[config.mk]
export PLATFORM = sky130hd
export DESIGN_NAME = cim_pipeline_seq
export DESIGN_NICKNAME = d
export VERILOG_FILES = /design/src/rtl/cim_pipeline_seq.sv
export SDC_FILE = /design/constraint.sdc
export NUM_CORES = 1
export LEC_CHECK = 0
export ABC_AREA = 1
export BUFFER_PORTS_ARGS = -buffer_cell sky130_fd_sc_hd__clkbuf_2
export CORE_AREA = 2 2 104 106
export DETAILED_ROUTE_END_ITERATION = 10
export DIE_AREA = 0 0 106 108
export GPL_TIMING_DRIVEN = 1
export PLACE_DENSITY_LB_ADDON = 0.12
export SLEW_MARGIN = 0
export SYNTH_ARGS = -nofsm -noshare
export SYNTH_HDL_FRONTEND = slang
export SYNTH_SLANG_ARGS = --single-unit
[constraint.sdc]
create_clock -name clk -period 1.98 [get_ports clk]
set_clock_uncertainty 0.05 [all_clocks]
set_input_delay 0.297 -clock clk [delete_from_list [all_inputs] [get_ports clk]]
set_output_delay 0.297 -clock clk [all_outputs]
set_load 0.01 [all_outputs]
[src/rtl/cim_pipeline_seq.sv]
// cim_pipeline_seq: sequencer for a chain of CIM layers (conv/pool/fc).
// Each layer walks IDLE -> RUN -> DONE. A finished layer hands its frame to
// the next layer, and the last layer hands it to the result consumer.
// A layer that is released and refilled on the same edge goes DONE -> RUN
// directly, so a hand-off adds no bubble cycle.
// Optional build macro CIM_PIPELINE_PERF_CNT_EN adds saturating per-layer
// RUN-cycle counters. Without it, o_run_cycles is tied to zero.
module cim_pipeline_seq #(
  parameter int num_layers      = 7,
  parameter int frame_cnt_width = 16,
  parameter int cycle_cnt_width = 32
) (
  input  logic                                  clk,
  input  logic                                  rst,
  input  logic                                  i_frame_valid,
  output logic                                  o_frame_ready,
  output logic [num_layers-1:0]                 o_layer_start,
  input  logic [num_layers-1:0]                 i_layer_done,
  output logic [num_layers-1:0]                 o_next_busy,
  output logic                                  o_result_valid,
  input  logic                                  i_result_ready,
  output logic [frame_cnt_width-1:0]            o_frame_cnt,
  output logic                                  o_idle,
  output logic                                  o_err,
  output logic [num_layers*cycle_cnt_width-1:0] o_run_cycles
);

  typedef enum logic [1:0] {
    ST_IDLE = 2'd0,
    ST_RUN  = 2'd1,
    ST_DONE = 2'd2
  } state_t;

  logic [num_layers-1:0]      idle_vec;
  logic [num_layers-1:0]      done_vec;
  logic [num_layers-1:0]      done_ok_vec;
  logic                       retire;
  logic [frame_cnt_width-1:0] frame_cnt_reg;
  logic                       err_reg;

  genvar gi;
  generate
    for (gi = 0; gi < num_layers; gi++) begin : g_layer
      state_t state_reg;
      logic   start_reg;
      logic   avail_w;    // a frame is waiting at this layer's input
      logic   release_w;  // downstream takes this layer's result on this edge
      logic   start_w;    // this layer starts a frame on this edge

      if (gi == 0) begin : g_first
        assign avail_w = i_frame_valid;
      end else begin : g_chain
        assign avail_w = (g_layer[gi-1].state_reg == ST_DONE);
      end

      if (gi == num_layers - 1) begin : g_last
        assign release_w = (state_reg == ST_DONE) && i_result_ready;
      end else begin : g_mid
        assign release_w = g_layer[gi+1].start_w;
      end

      // A layer can start when it is empty, or when it is DONE and is
      // emptied on this same edge.
      assign start_w = avail_w &&
                       ((state_reg == ST_IDLE) ||
                        ((state_reg == ST_DONE) && release_w));

      assign idle_vec[gi]      = (state_reg == ST_IDLE);
      assign done_vec[gi]      = (state_reg == ST_DONE);
      assign o_layer_start[gi] = start_reg;
      // A done pulse is honoured only in RUN and outside the start-pulse cycle.
      assign done_ok_vec[gi]   = (state_reg == ST_RUN) && !start_reg;

      if (gi == num_layers - 1) begin : g_busy_last
        assign o_next_busy[gi] = ~i_result_ready;
      end else begin : g_busy_mid
        assign o_next_busy[gi] = (g_layer[gi+1].state_reg != ST_IDLE);
      end

      // Layer state machine and registered start pulse.
      always_ff @(posedge clk) begin
        if (rst) begin
          state_reg <= ST_IDLE;
          start_reg <= 1'b0;
        end else begin
          start_reg <= start_w;
          if (start_w) begin
            state_reg <= ST_RUN;
          end else if ((state_reg == ST_DONE) && release_w) begin
            state_reg <= ST_IDLE;
          end else if (done_ok_vec[gi] && i_layer_done[gi]) begin
            state_reg <= ST_DONE;
          end
        end
      end

`ifdef CIM_PIPELINE_PERF_CNT_EN
      logic [cycle_cnt_width-1:0] run_cnt_reg;

      // Count RUN cycles, holding at all-ones rather than wrapping.
      always_ff @(posedge clk) begin
        if (rst) begin
          run_cnt_reg <= '0;
        end else if ((state_reg == ST_RUN) && (run_cnt_reg != '1)) begin
          run_cnt_reg <= run_cnt_reg + 1'b1;
        end
      end

      assign o_run_cycles[gi*cycle_cnt_width +: cycle_cnt_width] = run_cnt_reg;
`else
      assign o_run_cycles[gi*cycle_cnt_width +: cycle_cnt_width] = '0;
`endif
    end
  endgenerate

  assign retire         = done_vec[num_layers-1] && i_result_ready;
  assign o_frame_ready  = idle_vec[0];
  assign o_result_valid = done_vec[num_layers-1];
  assign o_idle         = &idle_vec;
  assign o_frame_cnt    = frame_cnt_reg;
  assign o_err          = err_reg;

  // Retired-frame counter, wrapping naturally at its width.
  always_ff @(posedge clk) begin
    if (rst) begin
      frame_cnt_reg <= '0;
    end else if (retire) begin
      frame_cnt_reg <= frame_cnt_reg + 1'b1;
    end
  end

  // Sticky error flag for done pulses that arrive outside a valid RUN window.
  always_ff @(posedge clk) begin
    if (rst) begin
      err_reg <= 1'b0;
    end else if (|(i_layer_done & ~done_ok_vec)) begin
      err_reg <= 1'b1;
    end
  end

endmodule

Word level (Yosys, flattened, before mapping)
Index checks and enable logic that the tools add are counted.
{"block": "totals", "regBits": 38, "input_bits": 11}
{"block": "classes", "add_sub_neg": 1, "eq_ne": 14, "mux": 21, "bitwise": 3, "reduce_logical": 72}
{"op": "$logic_and 1x1->1", "count": 29}
{"op": "$mux 1", "count": 21}
{"op": "$reduce_bool 3->1", "count": 7}
{"op": "$reduce_or 3->1", "count": 7}
{"op": "$add 16x1->16 const B", "count": 1}
{"op": "$eq 2x1->1 const B", "count": 7}
{"op": "$eq 2x2->1 const B", "count": 7}
{"op": "$logic_not 2->1", "count": 7}
{"op": "$reduce_bool 2->1", "count": 6}
{"op": "$and 7x7->7", "count": 1}
{"op": "$logic_not 1->1", "count": 7}
{"op": "$logic_or 1x1->1", "count": 7}
{"op": "$not 7->7", "count": 1}
{"op": "$reduce_and 7->1", "count": 1}
{"op": "$reduce_or 7->1", "count": 1}
{"op": "$not 1->1", "count": 1}

Longest topological paths before layout
Gate-level depths: netlist (run 1).
{"block": "logic_depth", "ltp_word": 24, "depth_mapped": 16, "depth_no_buf": 16}

Worst setup path before layout (run 1)
OpenSTA, ideal clock, no wires.
{"block": "synth_timing", "path_type": "register -> register", "start": "register g_layer[6].state_reg[1]", "end": "register frame_cnt_reg[15] (netlist: o_frame_cnt[15])", "setup_time_ps": 118, "arrival_ps": 1463, "required_ps": 1812, "path_slack_ps": 349, "path_stages_with_launch": 12, "synth_period_minus_slack_ps": 1631, "cell_sequence": "dfxtp_1 inv_1 nor2_4 nand2_2 nor2_2 nand3_2 nor2_2 nand3_2 nor2_2 nand4_1 o21ai_1 a21oi_1"}
{"block": "synth_via", "elab_chain_cells": 2}
{"element": "start, declared", "line_no": "44", "source": "state_t state_reg;"}
{"element": "start signal, assigned", "line_no": "83", "source": "state_reg <= ST_IDLE;"}
{"element": "start signal, assigned", "line_no": "88", "source": "state_reg <= ST_RUN;"}
{"element": "start signal, assigned", "line_no": "90", "source": "state_reg <= ST_IDLE;"}
{"element": "$eq 2x2->1", "line_no": "69", "source": "assign done_vec[gi] = (state_reg == ST_DONE);"}
{"element": "net o_result_valid", "line_no": "20", "source": "output logic o_result_valid,"}
{"element": "$logic_and 1x1->1", "line_no": "116", "source": "assign retire = done_vec[num_layers-1] && i_result_ready;"}
{"element": "end signal, assigned", "line_no": "128", "source": "frame_cnt_reg <= frame_cnt_reg + 1'b1;"}
{"element": "end, declared", "line_no": "38", "source": "logic [frame_cnt_width-1:0] frame_cnt_reg;"}
The timed path passes the listed nets, and every way through them passes these cells.
A chain may end at the register's enable or synchronous reset.

Worst setup path in the final report (run 1)
{"block": "layout_timing", "start": "register g_layer[5].state_reg[0]", "end": "output port o_idle"}
{"block": "layout_via", "elab_chain_cells": 2}
{"element": "start, declared", "line_no": "44"}
{"element": "start signal, assigned", "line_no": "83"}
{"element": "start signal, assigned", "line_no": "88"}
{"element": "start signal, assigned", "line_no": "90"}
{"element": "$logic_not 2->1", "line_no": "68", "source": "assign idle_vec[gi] = (state_reg == ST_IDLE);"}
{"element": "$reduce_and 7->1", "line_no": "119", "source": "assign o_idle = &idle_vec;"}
{"element": "end, declared", "line_no": "23", "source": "output logic o_idle,"}
Every way passes these cells.

==> results of run 1 <==
==> cell type report <==
class	count	area, sq um
clock buffers	5	68.8
clock inverters	2	10.0
fillers	1145	7130
inverters	34	128
multi-input cells	369	1710
flip-flops and latches	38	762
well taps	136	170
repair buffers	48	250
==> final timing paths <==
kind	slack (ps)	to
min	190	g_layer[0].start_reg
max	160	o_idle
min reg2reg	420	o_frame_cnt[15]
max reg2reg	220	o_frame_cnt[15]
==> timing repair <==
| action | CTS | global route |
|---|---|---|
| setup endpoints to repair | 0 | 4 |
| buffers inserted | 0 | 1 |
| resized for setup | 0 | 7 |
==> worst register-to-register path: cells and delay by family, from the launching register on <==
kind | cells | cell delay, ps
buf+inv | 1 | 70
flops | 1 | 360
compound gates | 2 | 170
simple gates | 8 | 1010
==> metrics by stage <==
stage | worst slack, ps | hold slack (ps) | instance area, sq um | std cells | total power (uW)
3_5_place_dp | 152 | 412 | 2980 | 624 | 1170
4_1_cts | 91.3 | 183 | 3060 | 631 | 1690
2_1_floorplan | 349 | 359 | 4320 | 675 | 1430
3_3_place_gp | 165 | 410 | 2980 | 624 | 1170
5_1_grt | 4.44 | 209 | 3100 | 632 | 1780
6_report | 160 | 190 | 3100 | 632 | 1670
==> layer usage <==
| layer | GRT usage | vias to the layer above | share of wire |
|---|---|---|---|
| met4 | 0.0226 | 0 | 0.0044 |
| met5 | 0 | - | 0 |
| met2 | 0.146 | 138 | 0.49 |
| met1 | 0.111 | 945 | 0.41 |
| li1 | - | 1056 | - |
| met3 | 0.0277 | 4 | 0.095 |
==> power by group through the flow <==
stage | registers, uW | logic [uW] | clock network [uW]
floorplan | 810 | 623 | 0
global placement | 812 | 355 | 0
detailed placement | 812 | 355 | 0
CTS | 794 | 356 | 539
global route | 796 | 413 | 575
finish | 794 | 366 | 510
==> cell usage in the layout (no fill, tap or decap), drive strengths merged <==
master	n
clkbuf	49
a21oi	22
conb	224
a22o	1
nor3	8
and3	2
o21a	1
nand2	34
a31o	1
nor2	30
clkinv	2
nand4	8
inv	34
o21ai	9
a41oi	1
nor4	3
a221oi	4
or2	5
dfxtp	38
ha	1
nand3	15
buf	4
==> cells by family after synthesis <==
kind of cell             Yosys count
buffers and inverters            268
AND/OR/NAND/NOR                  105
AO/OA/AOI/OAI                     39
flip-flops                        38
adder cells (fa/ha/maj)            1
other                              1
==> impl_metrics.toml, run 1 <==
[clock_tree]
tritoncts = "yes"
hold_buffers = 0
clock_path_buffers = 2
clock_sinks = 38
clk-insertion-delay-late_ps = 290
clk_pin_slew_worst_paths_ps = 70
cts-root-buf = "clkbuf_8"
htreeDepth = 2
cts_buffers = 5

[floorplanning]
die_x_microns = 106
die_area_sq_um = 11400
io_pins = 269
placementRows = 37
core_area_sq_um = 10200
die_h_microns = 108
initial_core_util = 0.340

[global_routing]
grt_pass1_wl_microns = 7930
grt_pass1_vias = 1697
antenna_found_initial = 0
gr-usage-all-layers = 0.0879
grt-ovfl-total = 0
grt_max_degree = 22

[placement]
dp_hpwl_microns = 4730
port_buffers = 44
place_congestion = 0.733

[min_path]
hold_class = "primary input to flop"
min_from = "i_frame_valid"
min_path_cells = 3

[final_layout]
layout.nets = 508
num_antenna_cells = 0
final_util = 0.303
syn2layout_area_growth_pct = -10.9
drive_gt1_frac = 0.188
largest_reg_flops = 16

[worst_setup_path]
critPathArrivalTime_ps = 1470
slowest_delay_ps = 340
reg2reg_depth = 11
crit_cells = 5
crit_type = "flop to output pin"
start_kind = "flop"
crit_required_ps = 1630
worstPathMaxFanout = 5
worst_setup_path_end_kind = "output pin"
cp-startpoint = "g_layer[5].state_reg[0]"
slowest_stage = "dfxtp_1"
crit_family = "simple AND/OR/NAND/NOR gates"
path_cells = "or2_2 > nor2_1 > nand3_1 > nor4_2 > clkbuf_2"
timing.critical_path.buf_inv = 1
timing.rr.start = "g_layer[6].state_reg[1]"

[synthesis]
dominantRegCellSynth = "dfxtp_1"
synth_top_area_frac = 0.500
synthCells = 452
synth_top_cells_by_area = "buf_4 (50%), dfxtp_1 (22%), inv_1 (3.6%)"
ys_warn_count = 0
seq_area_frac_synth = 0.219
yosysMostFrequentCell = "buf_4"
synth_area_sq_um = 3480
synth_top_area_cell = "buf_4"
avgSynthCellArea_sq_um = 7.70
synth-simple-area-share = 0.172
synth_commonest_cells = "buf_4 (232), dfxtp_1 (38), inv_1 (33)"
synth_compound_area_frac = 0.0654
synthMuxAreaShare = 0
synth_top_family_by_area = "buffers and inverters"
synth-adder-area-share = 0.00359
ys_ff_latch = 38
synth-async-reset-ratio = 0
synth_edf_count = 0
synthXorXnorAreaFrac = 0
ys_types = 33

[power_and_ir_drop]
switching_share = 0.351
p_int_uw = 1080
power.switching_uw = 586
vdd_drop_max_uv = 203
comb_power_share = 0.219
powerDensity_nw_per_um2 = 538
seqPwrFrac = 0.475
leakagePower_uw = 0.00162
p_clk_frac = 0.306

[routing]
drc = 0
routed_wl_microns = 5650
drtIter0Drc = 56
first_pass_iters = 4
vias_per_cell = 3.39
vias = 2143
drt-wirelength-per-cell_microns = 8.95
antenna_left = 0

[timing]
hold_violations = 0
final.period_utilization = 0.919
finalMaxSlewViolations = 0
setup_violations = 0
grt_setup_unrepaired = "no"
fmaxAchievable_mhz = 550
period_minus_slack_ps = 1820
setup_tns_ps = 0

[job]
cap_violations = 0

[outcome]
status = "complete, no violations"
(Power assumes the default switching activity.)
==> run 2: changes to the inputs <==
--- a/config.mk
+++ b/config.mk
@@ -13,3 +13,3 @@
 export GPL_TIMING_DRIVEN = 1
-export PLACE_DENSITY_LB_ADDON = 0.12
+export PLACE_DENSITY = 0.77
 export SLEW_MARGIN = 0
--- a/constraint.sdc
+++ b/constraint.sdc
@@ -4,2 +4,2 @@
 set_output_delay 0.297 -clock clk [all_outputs]
-set_load 0.01 [all_outputs]
+set_load 0.05 [all_outputs]
==> run 2 against run 1 <==
  * Critical path depth is the same
  * Worst setup slack got worse by 130 ps
  * Combinational power grew to 3.3 times the previous value
  * Power increased by 60%
  * Sequential power hardly changed
  * Utilization grew 0.50 points
  * Cell count unchanged
  * Sequential share of layout area decreased by 0.28 points
  * Fmax fell by 6.6%
  * Critical path type unchanged
  * First-iteration DRC count decreased by 14%
  * Clock power increased by 32%
==> impl_metrics.toml, run 2 (synthesized netlist as in run 1, its figures left out) <==
[routing]
vias = 2175
drc = 0
routed_wl_microns = 5800
antenna_left = 0
first_pass_iters = 4
drtIter0Drc = 48
vias_per_cell = 3.44
drt-wirelength-per-cell_microns = 9.18

[worst_setup_path]
critPathArrivalTime_ps = 1600
worst_setup_path_end_kind = "output pin"
crit_type = "flop to output pin"
start_kind = "flop"
slowest_delay_ps = 340
worstPathMaxFanout = 5
crit_family = "simple AND/OR/NAND/NOR gates"
slowest_stage = "dfxtp_2"
path_cells = "or2_4 > nor2_4 > nand3_2 > nor4_4 > clkbuf_8"
crit_required_ps = 1630
timing.critical_path.buf_inv = 1

[global_routing]
grt-ovfl-total = 0
antenna_found_initial = 0
grt_pass1_vias = 1567
met1_usage = 0.105
gr-usage-all-layers = 0.0870
met2_usage = 0.154
top_usage_layer = "met2"
grt_util_met3 = 0.0199
grt_pass1_wl_microns = 7780
grt_max_degree = 22

[clock_tree]
cts_buffers = 5
tritoncts = "yes"
cts-root-buf = "clkbuf_8"
htreeDepth = 2
hold_buffers = 0
clock_sinks = 38
clk-insertion-delay-late_ps = 280
clock_path_buffers = 2
clk_pin_slew_worst_paths_ps = 80

[placement]
place_congestion = 0.756
post_dp_cell_area_sq_um = 2990
port_buffers = 44
dp_hpwl_microns = 4940

[floorplanning]
die_h_microns = 108
placementRows = 37
die_area_sq_um = 11400
initial_core_util = 0.340
io_pins = 269
die_x_microns = 106
core_area_sq_um = 10200

[min_path]
hold_class = "primary input to flop"

[final_layout]
num_antenna_cells = 0
fillers = 1150
layout.cells.most_common = "conb_1"
syn2layout_area_growth_pct = -9.42
multi_input_comb_area_sq_um = 1720
layout.nets = 508
drive_gt1_frac = 0.200
final_util = 0.308
final_area_sq_um = 3150
ff_latch_area_sq_um = 766
layout_common_cells = "conb_1 (224), clkbuf_2 (43), dfxtp_1 (34)"
largest_reg_flops = 16

[power_and_ir_drop]
p_int_uw = 1280
p_clk_frac = 0.251
leakagePower_uw = 0.00163
comb_power_share = 0.452
powerDensity_nw_per_um2 = 848
switching_share = 0.523
power.switching_uw = 1400
seqPwrFrac = 0.297
vdd_drop_max_uv = 363

[outcome]
status = "complete, no violations"

[timing]
setup_tns_ps = 0
period_minus_slack_ps = 1950
finalMaxSlewViolations = 0
final.period_utilization = 0.984
tightest_slew_ps = 527
slew_headroom = 0.648
fmaxAchievable_mhz = 513
hold_slack_ps = 189
grt_setup_unrepaired = "yes"
hold_violations = 0
setup_violations = 0

[job]
cap_violations = 0
## run 2: cell types whose count changed in the layout (fill, tap and decap cells not counted), moves of 2 or more
cell / before / now
dfxtp_2: 1 / 4
dfxtp_1: 37 / 34
nand3_2: 2 / 4
nor2_2: 2 / 6
clkbuf_8: 5 / 7
nor2_1: 23 / 20
clkinv_2: 2 / 0
or2_2: 5 / 3
or2_4: 0 / 2
## run 2: worst paths after layout
path	from	to	slack (ps)	cells after the start
max	g_layer[4].state_reg[0]	o_idle	30	5
min	i_frame_valid	g_layer[0].start_reg	190	3
max reg2reg	g_layer[6].state_reg[1]	o_frame_cnt[15]	190	11
min reg2reg	o_frame_cnt[15]	o_frame_cnt[15]	420	2
## run 2: layer usage
metal  part of all wire  wire length [microns]  vias to the layer above
met2               0.53                   3060                      135
li1                   -                      -                     1061
met4              0.011                     61                        0
met1               0.38                   2220                      975
met3              0.079                    461                        4
met5                  0                      0                        -
## run 2: power by group through the flow
stage	Sequential [uW]	Clock, uW	Combinational [uW]
floorplan	814	0	1460
global placement	812	0	1180
detailed placement	812	0	1180
CTS	794	693	1190
global route	797	712	1260
finish	794	672	1210
## run 2: area by class of cell
class | instances | area share
flip-flops and latches | 38 | 0.243
inverters | 34 | 0.0405
multi-input cells | 369 | 0.545
clock buffers | 6 | 0.0262
well taps | 136 | 0.0540
clock inverters | 1 | 0.00952
repair buffers | 48 | 0.0821
## run 2: timing repair
action                                  in CTS  in global routing
pin swaps                                    0                  3
endpoints found under the setup margin       1                  4
setup buffers                                0                  2
gates resized for setup                      2                  9
endpoints found under the hold margin        0                  0
## run 2: worst min-delay path, delay by kind of cell
family        cells  cell delay (ps)
buf+inv           2              120
simple gates      1               60
## run 2: metrics by stage
step / total power (uW) / setup slack, ps / std cells
floorplan: 2280 / 37.7 / 675
detailed placement: 1990 / 165 / 623
global route: 2760 / -67.5 / 632
CTS: 2680 / 25.3 / 630
finish: 2680 / 32.1 / 632
global placement: 1990 / 186 / 623
